`src/rtl/seq_pkg.sv`:
```
// Shared types and constants for the pattern sequencer and its helpers.
package seq_pkg;

    localparam int NOTE_REST  = 0;
    localparam int NUM_CH     = 4;

    localparam int CH_SQ1     = 0;
    localparam int CH_SQ2     = 1;
    localparam int CH_TRI     = 2;
    localparam int CH_NOISE   = 3;

    localparam int DEF_NOTE_W = 6;
    localparam int NOTE_LSB   = 0;

    // Entry layout is {hold, gate, note}; offsets depend on the note width.
    function automatic int gate_bit(input int note_w);
        return note_w;
    endfunction

    function automatic int hold_bit(input int note_w);
        return note_w + 1;
    endfunction

    // Pattern entry at the default note width.
    typedef struct packed {
        logic                  hold;
        logic                  gate;
        logic [DEF_NOTE_W-1:0] note;
    } entry_t;

    typedef enum logic {
        ST_STOPPED = 1'b0,
        ST_RUNNING = 1'b1
    } state_t;

endpackage

```
`src/rtl/seq_tempo_div.sv`:
```
// Tick counter: counts 0..TICKS_PER_STEP-1 while enabled, flags the terminal
// count, and can be cleared synchronously. Also used for the note clock.
module seq_tempo_div #(
    parameter int TICKS_PER_STEP = 6000000
) (
    input  logic clk_i,
    input  logic rst_ni,
    input  logic en_i,
    input  logic clr_i,
    output logic tc_o
);

    localparam int CW = (TICKS_PER_STEP > 2) ? $clog2(TICKS_PER_STEP) : 1;
    localparam logic [CW-1:0] LAST = CW'(TICKS_PER_STEP - 1);

    logic [CW-1:0] count_q, count_d;

    // Next count: clear dominates, otherwise wrap at the terminal count.
    always_comb begin
        count_d = count_q;
        if (clr_i) begin
            count_d = '0;
        end else if (en_i) begin
            count_d = (count_q == LAST) ? '0 : count_q + CW'(1);
        end
    end

    // Count register.
    always_ff @(posedge clk_i or negedge rst_ni) begin
        if (!rst_ni) begin
            count_q <= '0;
        end else begin
            count_q <= count_d;
        end
    end

    assign tc_o = en_i & (count_q == LAST);

endmodule

```
`src/rtl/pattern_sequencer.sv`:
```
// 16-step, 4-channel pattern sequencer: writable pattern RAM, run/stop FSM,
// and registered note/gate outputs for the sound channels.
module pattern_sequencer #(
    parameter int STEPS          = 16,
    parameter int TICKS_PER_STEP = 6000000,
    parameter int NOTE_W         = 6
) (
    input  logic                       clk,
    input  logic                       rst_n,
    input  logic                       run,
    input  logic                       restart,
    input  logic [3:0]                 mute,
    input  logic                       wr_en,
    input  logic [$clog2(STEPS)-1:0]   wr_step,
    input  logic [1:0]                 wr_ch,
    input  logic [NOTE_W+1:0]          wr_data,
    output logic [4*NOTE_W-1:0]        note_out,
    output logic [3:0]                 gate_out,
    output logic [$clog2(STEPS)-1:0]   step_idx,
    output logic                       step_pulse,
    output logic                       beat_led
);

    import seq_pkg::*;

    localparam int SW     = $clog2(STEPS);
    localparam int EW     = NOTE_W + 2;
    localparam int GATE_B = gate_bit(NOTE_W);
    localparam int HOLD_B = hold_bit(NOTE_W);

    state_t                state_q, state_d;
    logic                  load;
    logic [SW-1:0]         load_step;
    logic                  tc;
    logic                  tick_en;

    logic [EW-1:0]         mem_q [STEPS*NUM_CH];
    logic [EW-1:0]         rd_entry [NUM_CH];

    logic [4*NOTE_W-1:0]   note_q, note_d;
    logic [3:0]            gate_q, gate_d;
    logic [SW-1:0]         step_q;
    logic                  pulse_q;
    logic                  led_q;

    assign tick_en = (state_q == ST_RUNNING) & run;

    seq_tempo_div #(
        .TICKS_PER_STEP (TICKS_PER_STEP)
    ) u_tempo (
        .clk_i  (clk),
        .rst_ni (rst_n),
        .en_i   (tick_en),
        .clr_i  (load),
        .tc_o   (tc)
    );

    // FSM next state and step-load decision; restart beats terminal count.
    always_comb begin
        state_d   = state_q;
        load      = 1'b0;
        load_step = '0;
        case (state_q)
            ST_STOPPED: begin
                if (run) begin
                    state_d = ST_RUNNING;
                    load    = 1'b1;
                end
            end
            ST_RUNNING: begin
                if (!run) begin
                    state_d = ST_STOPPED;
                end else if (restart) begin
                    load = 1'b1;
                end else if (tc) begin
                    load      = 1'b1;
                    load_step = step_q + SW'(1);
                end
            end
            default: state_d = ST_STOPPED;
        endcase
    end

    // Entry read for the step being loaded, with same-edge write bypass.
    always_comb begin
        for (int i = 0; i < NUM_CH; i++) begin
            if (wr_en && (wr_step == load_step) && (wr_ch == 2'(i))) begin
                rd_entry[i] = wr_data;
            end else begin
                rd_entry[i] = mem_q[{load_step, 2'(i)}];
            end
        end
    end

    // Output next state: load non-hold entries, mute clears gates at once.
    always_comb begin
        note_d = note_q;
        gate_d = gate_q & ~mute;
        if ((state_q == ST_RUNNING) && !run) begin
            gate_d = '0;
        end else if (load) begin
            for (int i = 0; i < NUM_CH; i++) begin
                if (!rd_entry[i][HOLD_B]) begin
                    note_d[i*NOTE_W +: NOTE_W] = rd_entry[i][NOTE_LSB +: NOTE_W];
                    gate_d[i]                  = rd_entry[i][GATE_B] & ~mute[i];
                end
            end
        end
    end

    // Pattern RAM: one write per cycle, cleared by reset.
    always_ff @(posedge clk or negedge rst_n) begin
        if (!rst_n) begin
            for (int k = 0; k < STEPS*NUM_CH; k++) begin
                mem_q[k] <= '0;
            end
        end else if (wr_en) begin
            mem_q[{wr_step, wr_ch}] <= wr_data;
        end
    end

    // FSM and output registers.
    always_ff @(posedge clk or negedge rst_n) begin
        if (!rst_n) begin
            state_q <= ST_STOPPED;
            note_q  <= '0;
            gate_q  <= '0;
            step_q  <= '0;
            pulse_q <= 1'b0;
            led_q   <= 1'b0;
        end else begin
            state_q <= state_d;
            note_q  <= note_d;
            gate_q  <= gate_d;
            pulse_q <= load;
            if (load) begin
                step_q <= load_step;
                led_q  <= ~led_q;
            end
        end
    end

    assign note_out   = note_q;
    assign gate_out   = gate_q;
    assign step_idx   = step_q;
    assign step_pulse = pulse_q;
    assign beat_led   = led_q;

endmodule

```
`config.mk`:
```
export PLATFORM = sky130hd
export DESIGN_NAME = pattern_sequencer
export DESIGN_NICKNAME = d
export VERILOG_FILES = /design/src/rtl/seq_pkg.sv /design/src/rtl/seq_tempo_div.sv /design/src/rtl/pattern_sequencer.sv
export SDC_FILE = /design/constraint.sdc
export NUM_CORES = 1
export LEC_CHECK = 0
export CAP_MARGIN = 40
export CORE_UTILIZATION = 35
export CTS_CLUSTER_DIAMETER = 60
export DETAILED_ROUTE_END_ITERATION = 10
export GPL_ROUTABILITY_DRIVEN = 0
export HOLD_SLACK_MARGIN = 0.15
export PLACE_DENSITY = 0.62
export SYNTH_ARGS = -nofsm -noshare
export SYNTH_HDL_FRONTEND = slang
export SYNTH_SLANG_ARGS = --single-unit
```
`constraint.sdc`:
```
create_clock -name clk -period 3 [get_ports clk]
set_input_delay 0.9 -clock clk [delete_from_list [all_inputs] [get_ports clk]]
set_output_delay 0.9 -clock clk [all_outputs]
set_load 0.03 [all_outputs]
```
==> flow_summary.toml, run 1 <==
[status]
status = "completed"

[finish]
area_growth_pct = 25.6
fin_cells = 3698
nets = 2644
finalInstanceArea_um2 = 34200
diodes = 0
post-route-util_pct = 44.7
drive_above_1_share_pct = 39.3

[clocking]
clock_sinks = 570
root_buffer = "clkbuf_16"
cts_max_level = 2
cts_hold_buf = 0
path_clk_slew_ps = 60
clk_path_buf_depth = 3
clock_latency_ps = 640
cts_tree = "done"
cts_buffers = 60

[power_and_ir_drop]
power_frac_clock_pct = 40.5
total_power_mw = 19.6
p_leak_nw = 15.5
switching_share_pct = 25.3
seq_power_share_pct = 47.1
power_density_nw_per_um2 = 575
intPower_mw = 14.7
ir_drop_v = 0.000495
combPwrFrac_pct = 12.5
p_sw_mw = 4.98

[detailed_routing]
remaining_drc_errors = 0
ant_nets = 0
post_drt_wl_per_cell_um = 23.8
vias = 20744
routed_wirelength_um = 88100
avgViaCountPerCell = 5.61
first_pass_iters = 6
drt_iter0_drc = 2087

[timing]
fin_crit_ps = 2960
fin_crit_sh_pct = 98.6
fin_skew_ps = 20.9
worst_slack_ps = 42.0
rsz0062_at_grt = "true"
hold_viol_final = 0
finalMaxSlewViolations = 0
worstMarginPinSlew_ps = 776
fmax_mhz = 338
relSlewSlack_pct = 47.9
final-setup-viol-count = 0

[placement]
post-dp-hpwl_um = 62100
io_buffers = 56
dp_slack_ps = -948
dp_cells = 3564
post_dp_cell_area_um2 = 31500

[synthesis]
ys_warn_count = 0
netlist_instances = 2312
synth_edf_count = 0
syn_area_um2 = 27200
synthArstFlopShare_pct = 100
ys_types = 79
ys_seq_elements = 570
ys_seq_area_share_pct = 52.4
syn_avg_cell_area_um2 = 11.8
ys.flop_type = "dfrtp_1"
synth_nets = 2337

[worst_setup_path]
crit_fanout = 7
path_cells = "dlygate4sd2_1 > buf_4 > and4b_1 > buf_6 > nand4_1 > nor2_4 > buf_12 > buf_16 > buf_12 > mux2i_1 > o221ai_1 > a21oi_1 > or2_1 > a222oi_1"
crit_slowest_cell = "and4b_1"
crit_family = "buffers and inverters"
cp-end-kind = "flip-flop"
cp.required_ps = 3520
cp_common_cell = "buf_12"
cp-start-kind = "primary input"
cp.buffers_inverters = 6
critical_path_class = "in -> reg"
critical_path_arrival_ps = 3480
slowest_delay_ps = 300

[global_route]
antenna_found_initial = 2
grt_overflow_total = 0
grt_max_degree = 94
grt_pass1_vias = 21793
grt_pass1_wl_um = 135000
grt.total_usage_pct = 22.5

[run]
drv_cap = 0

[die]
coreArea_um2 = 76500
die_y_um = 281
boundaryPins = 57
start_util_pct = 35.6
die_x_um = 281
dieArea_um2 = 78900
fp-row-count = 101

[worst_hold_path]
hold_path_class = "in -> async"
-- path summary, 6_finish.rpt --
check	from	to	slack (ps)	cells after the start
setup / recovery	restart	note_out[14]$_DFFE_PN0P_	40	14
hold / removal	rst_n	mem_q[152]$_DFFE_PN0P_	250	1
setup reg to reg	u_tempo.count_q[1]$_DFFE_PN0P_	note_out[16]$_DFFE_PN0P_	70	13
hold reg to reg	beat_led$_DFFE_PN0P_	beat_led$_DFFE_PN0P_	480	1
max in group asynchronous	rst_n	mem_q[329]$_DFFE_PN0P_	1820	2
min in group clk	beat_led$_DFFE_PN0P_	beat_led$_DFFE_PN0P_	480	1
-- Yosys cell counts, drive strengths merged, types with 5 or more instances --
| cell type | count | area share [%] |
|---|---|---|
| or2 | 8 | 0.18 |
| inv | 25 | 0.34 |
| mux2i | 100 | 3.7 |
| a21oi | 71 | 1.3 |
| dfrtp | 570 | 52 |
| nor4 | 7 | 0.18 |
| and3 | 17 | 0.39 |
| mux2 | 517 | 21 |
| clkbuf | 112 | 1.5 |
| buf | 44 | 0.82 |
| a222oi | 12 | 0.44 |
| xor2 | 13 | 0.45 |
| o21ai | 84 | 1.5 |
| xnor2 | 9 | 0.32 |
| nor3 | 47 | 0.92 |
| and4 | 6 | 0.20 |
| and2 | 6 | 0.14 |
| a211oi | 32 | 0.95 |
| o221ai | 22 | 0.77 |
| nor2 | 95 | 1.3 |
| nor2b | 21 | 0.48 |
| a21o | 18 | 0.50 |
| nand4 | 13 | 0.30 |
| nand3 | 83 | 1.6 |
| nand2 | 249 | 3.5 |
| nand2b | 9 | 0.21 |
| mux4 | 11 | 0.91 |
| o22ai | 9 | 0.21 |
| a31oi | 28 | 0.64 |
| or3 | 5 | 0.11 |
-- flip-flops by register name (all words and copies together) (netlist names) --
signal,cells
note_out,24
gate_out,4
u_tempo.count_q,23
step_idx,4
beat_led,1
state_q,1
step_pulse,1
mem_q,512
-- what timing repair did --
action                     in CTS  in global routing
gates cloned                    2                  0
setup buffers                  18                  3
pin swaps                      22                 19
setup endpoints to repair      27                 27
resized for setup              35                 44
-- power groups by stage --
stage | clock (mW) | sequential, mW | combinational (mW)
final | 7.95 | 9.24 | 2.45
after global routing | 8.36 | 9.36 | 2.66
after CTS | 8.08 | 9.23 | 2.44
after detailed placement | 0 | 9.37 | 2.42
after global placement | 0 | 9.30 | 2.33
after floorplan | 0 | 9.28 | 1.42
-- area by class of cell --
cell class	count	area, um2
clock buffer	85	1710
clock inverter	26	398
fill	6920	42300
inverter	25	93.8
multi-input combinational	1561	12600
sequential	570	14300
tap	1030	1290
timing repair buffer	401	3870
-- metrics by stage --
step / TNS [ps] / hold slack (ps)
2_1_floorplan: 0 / 444
3_3_place_gp: -61550 / 456
3_5_place_dp: -62980 / 468
4_1_cts: 0 / 238
5_1_grt: -43.2 / 263
6_report: 0 / 252
-- placed cells by master (no fill, tap or decap), drive strengths merged, types with 7 or more instances in the layout --
cell           instances
nor2                  95
clkinv                10
nand3                 83
nand4                 13
nor4                   7
a21oi                 71
a31oi                 28
dfrtp                570
xor2                  13
mux2                 517
a222oi                12
buf                  354
clkbuf                85
xnor2                  9
o221ai                22
a21o                  18
bufinv                 9
mux4                  11
o21ai                 84
or2                    8
clkdlybuf4s50         44
o22ai                  9
nor3                  47
nand2                249
a211oi                32
inv                   28
nor2b                 21
mux2i                100
and3                  17
nand2b                 9
-- metal layers --
layer	GRT usage (%)	share of wire, %
met5	0	0.015
met4	9.29	4.3
met3	3.68	6.8
met2	36.7	47
met1	29.5	42
-- logic make-up after synthesis --
family                   Yosys count  share of synthesized area [%]
flip-flops                       570                           52.4
AND/OR/NAND/NOR                  579                           9.99
multiplexers                     628                           26.0
XOR/XNOR                          22                          0.763
AO/OA/AOI/OAI                    330                           8.08
adder cells (fa/ha/maj)            2                         0.0919
buffers and inverters            181                           2.71
No activity file was read; power rests on OpenSTA's default activity.
==> inputs of run 2 (changes only) <==
--- a/config.mk
+++ b/config.mk
@@ -9,9 +9,11 @@
 export CORE_UTILIZATION = 35
 export CTS_CLUSTER_DIAMETER = 60
 export DETAILED_ROUTE_END_ITERATION = 10
+export DONT_BUFFER_PORTS = 1
 export GPL_ROUTABILITY_DRIVEN = 0
 export HOLD_SLACK_MARGIN = 0.15
-export PLACE_DENSITY = 0.62
+export PLACE_DENSITY = 0.61
 export SYNTH_ARGS = -nofsm -noshare
 export SYNTH_HDL_FRONTEND = slang
+export SYNTH_HIERARCHICAL = 1
 export SYNTH_SLANG_ARGS = --single-unit
==> run 2 against run 1 <==
Compared with the run above: the run now ends with hold timing, setup timing left; non-clock buffer count is 179 lower; wire length is 17% lower; combinational power is 27% lower; register-to-register slack worse by 680 ps; critical path depth is 1 lower; synthesized cell count is 13% lower; sequential cell count stayed put; via count is 15% lower; area after synthesis is 0.95% lower; die area is 0.94% lower; sequential share of layout area is 2.8 points higher; total power is 4.1% lower; critical path type is now reg -> reg; highest routed layer is now met4.
==> flow_summary.toml, run 2 <==
[status]
status = "finished with violations"
violations = "hold timing, setup timing"

[synthesis]
synthArstFlopShare_pct = 100
ys_seq_area_share_pct = 52.9
ys.flop_type = "dfrtp_1"
ys_warn_count = 6
synth_edf_count = 0
synthTopCellsByCount = "570 x dfrtp_1, 501 x mux2_2, 159 x nand2_1"
yosysTopAreaCell = "dfrtp_1"
synth_nets = 2032
yosys.area.top_type_share_pct = 52.9
ys_top_cells_by_area = "dfrtp_1 53%, mux2_2 21%, mux4_2 7.0%"
synth.most_common_cell = "dfrtp_1"
ys_seq_elements = 570
netlist_instances = 2007
syn_area_um2 = 27000
syn_avg_cell_area_um2 = 13.4
ys_types = 87

[worst_setup_path]
worst-r2r-cell-count = 13
cp-start-kind = "flip-flop"
crit_fanout = 10
cp-end-kind = "flip-flop"
reg2reg_from = "u_tempo/count_q[14]$_DFFE_PN0P_"
r2r_end = "note_out[22]$_DFFE_PN0P_"
cp.required_ps = 3520
critical_path_arrival_ps = 4130
critical_path_class = "reg -> reg"
r2r_slack_ps = -610

[finish]
largest_reg_flops = 512
regMostFlops = "mem_q"
nets = 2174
mostFrequentLayoutCells = "569 x dfrtp_1, 499 x mux2_2, 175 x buf_4, 157 x nand2_1, 84 x mux4_2"
area_growth_pct = 18.8
final_common_cell = "dfrtp_1"
drive_above_1_share_pct = 45.0

[timing]
relSlewSlack_pct = 11.3
final-setup-viol-count = 28
fin_skew_ps = 24.9
setup_tns_ps = -15040
fmax_mhz = 277
holdWs_ps = -13.4
worst_slack_ps = -605
finalMaxSlewViolations = 0
fin_crit_ps = 3610
rsz0062_at_grt = "true"
hold_viol_final = 2
fin_crit_sh_pct = 120
worstMarginPinSlew_ps = 1330

[power_and_ir_drop]
p_leak_nw = 14.2
ir_drop_v = 0.000471
power_density_nw_per_um2 = 588

[clocking]
clock_latency_ps = 640
cts_buffers = 59
clock_sinks = 570
cts_max_level = 2
root_buffer = "clkbuf_16"
cts_tree = "done"
clk_path_buf_depth = 3
path_clk_slew_ps = 60

[die]
fp-row-count = 101
boundaryPins = 57
die_x_um = 280
die_y_um = 280
start_util_pct = 35.4
dieArea_um2 = 78200
coreArea_um2 = 76100

[placement]
post-dp-hpwl_um = 47700
io_buffers = 0

[detailed_routing]
avgViaCountPerCell = 5.44
first_pass_iters = 5
remaining_drc_errors = 0
vias = 17571
ant_nets = 0
drt_iter0_drc = 1317
routed_wirelength_um = 73300
post_drt_wl_per_cell_um = 22.7

[global_route]
grt.total_usage_pct = 18.8
grt_pass1_wl_um = 114000
grt_overflow_total = 0
grt_max_degree = 571
antenna_found_initial = 1
grt_pass1_vias = 18245

[run]
drv_cap = 0

[worst_hold_path]
hold_path_class = "in -> async"
## run 2: stage by stage
stage / util, % / total power [mW] / area, um2 / worst slack [ps] / instances
4_1_cts: 41.9 / 18.9 / 31900 / -599 / 3217
2_1_floorplan: - / 10.8 / 27100 / -412 / 2007
6_report: 42.1 / 18.8 / 32000 / -605 / 3227
3_5_place_dp: 38.4 / 11.3 / 29200 / -715 / 3083
3_3_place_gp: 38.4 / 11.1 / 29200 / -667 / 3083
5_1_grt: 42.1 / 19.5 / 32000 / -749 / 3227
## run 2: layout make-up
type	instances	area [um2]
Timing Repair Buffer	222	2180
Clock inverter	23	333
Inverter	18	67.6
Tap cell	1030	1290
Fill cell	6960	44000
Clock buffer	85	1680
Sequential cell	570	14300
Multi-Input combinational cell	1278	12200
Antenna cell	1	2.50
## run 2: worst max path at each step
| stage | start | endpoint | slack [ps] |
|---|---|---|---|
| floorplan | u_tempo/count_q[14]$_DFFE_PN0P_ | note_out[18]$_DFFE_PN0P_ | -410 |
| CTS | u_tempo/count_q[14]$_DFFE_PN0P_ | note_out[19]$_DFFE_PN0P_ | -600 |
| finish | u_tempo/count_q[14]$_DFFE_PN0P_ | note_out[22]$_DFFE_PN0P_ | -610 |
| global placement | u_tempo/count_q[14]$_DFFE_PN0P_ | note_out[19]$_DFFE_PN0P_ | -670 |
| global route | u_tempo/count_q[14]$_DFFE_PN0P_ | note_out[19]$_DFFE_PN0P_ | -750 |
| detailed placement | u_tempo/count_q[14]$_DFFE_PN0P_ | note_out[19]$_DFFE_PN0P_ | -720 |
## run 2: where the power goes
| group | switching (mW) | total [mW] | leakage (nW) | internal [mW] |
|---|---|---|---|---|
| Clock | 3.12 | 7.62 | 0.990 | 4.50 |
| Combinational | 0.631 | 1.78 | 5.66 | 1.15 |
| Sequential | 0.737 | 9.43 | 7.57 | 8.69 |
## run 2: cells by family (layout without fill, tap and decap cells)
kind of cell / Yosys count / after routing / share of synthesized area, %
muxes: 628 / 628 / 29.6
DFF: 570 / 570 / 52.9
and+or+nand+nor: 369 / 369 / 6.76
AOI/OAI and AO/OA: 263 / 263 / 7.15
buffers and inverters: 159 / 348 / 2.90
xor gates and xnor gates: 16 / 16 / 0.575
adders and majority gates: 2 / 2 / 0.0928
other: 0 / 1 / 0
## run 2: timing repair
action | 4_1_cts | 5_1_grt
endpoints found under the setup margin | 28 | 28
pin swaps | 15 | 13
endpoints found under the hold margin | 570 | 458
gates resized for setup | 59 | 24
buffers inserted | 18 | 11
gates cloned | 9 | 2
## run 2: worst max-delay path, stage by stage (launching register included)
cell and delay (ps):
dfrtp_1 380, or4_4 550, nor4_4 190, and3_4 250, nand4b_1 130, buf_6 170
nor2_4 120, buf_12 170, buf_12 150, mux4_2 510, a22oi_2 250, nand2_1 100
mux2_4 270, mux2_4 250
## run 2: per-layer routing
layer,routed length [um],vias up,global-route usage (%)
li1,-,7713,-
met1,32200,9302,25.7
met2,35800,459,31.1
met3,3770,97,3.00
met4,1540,0,4.65
met5,0,-,0
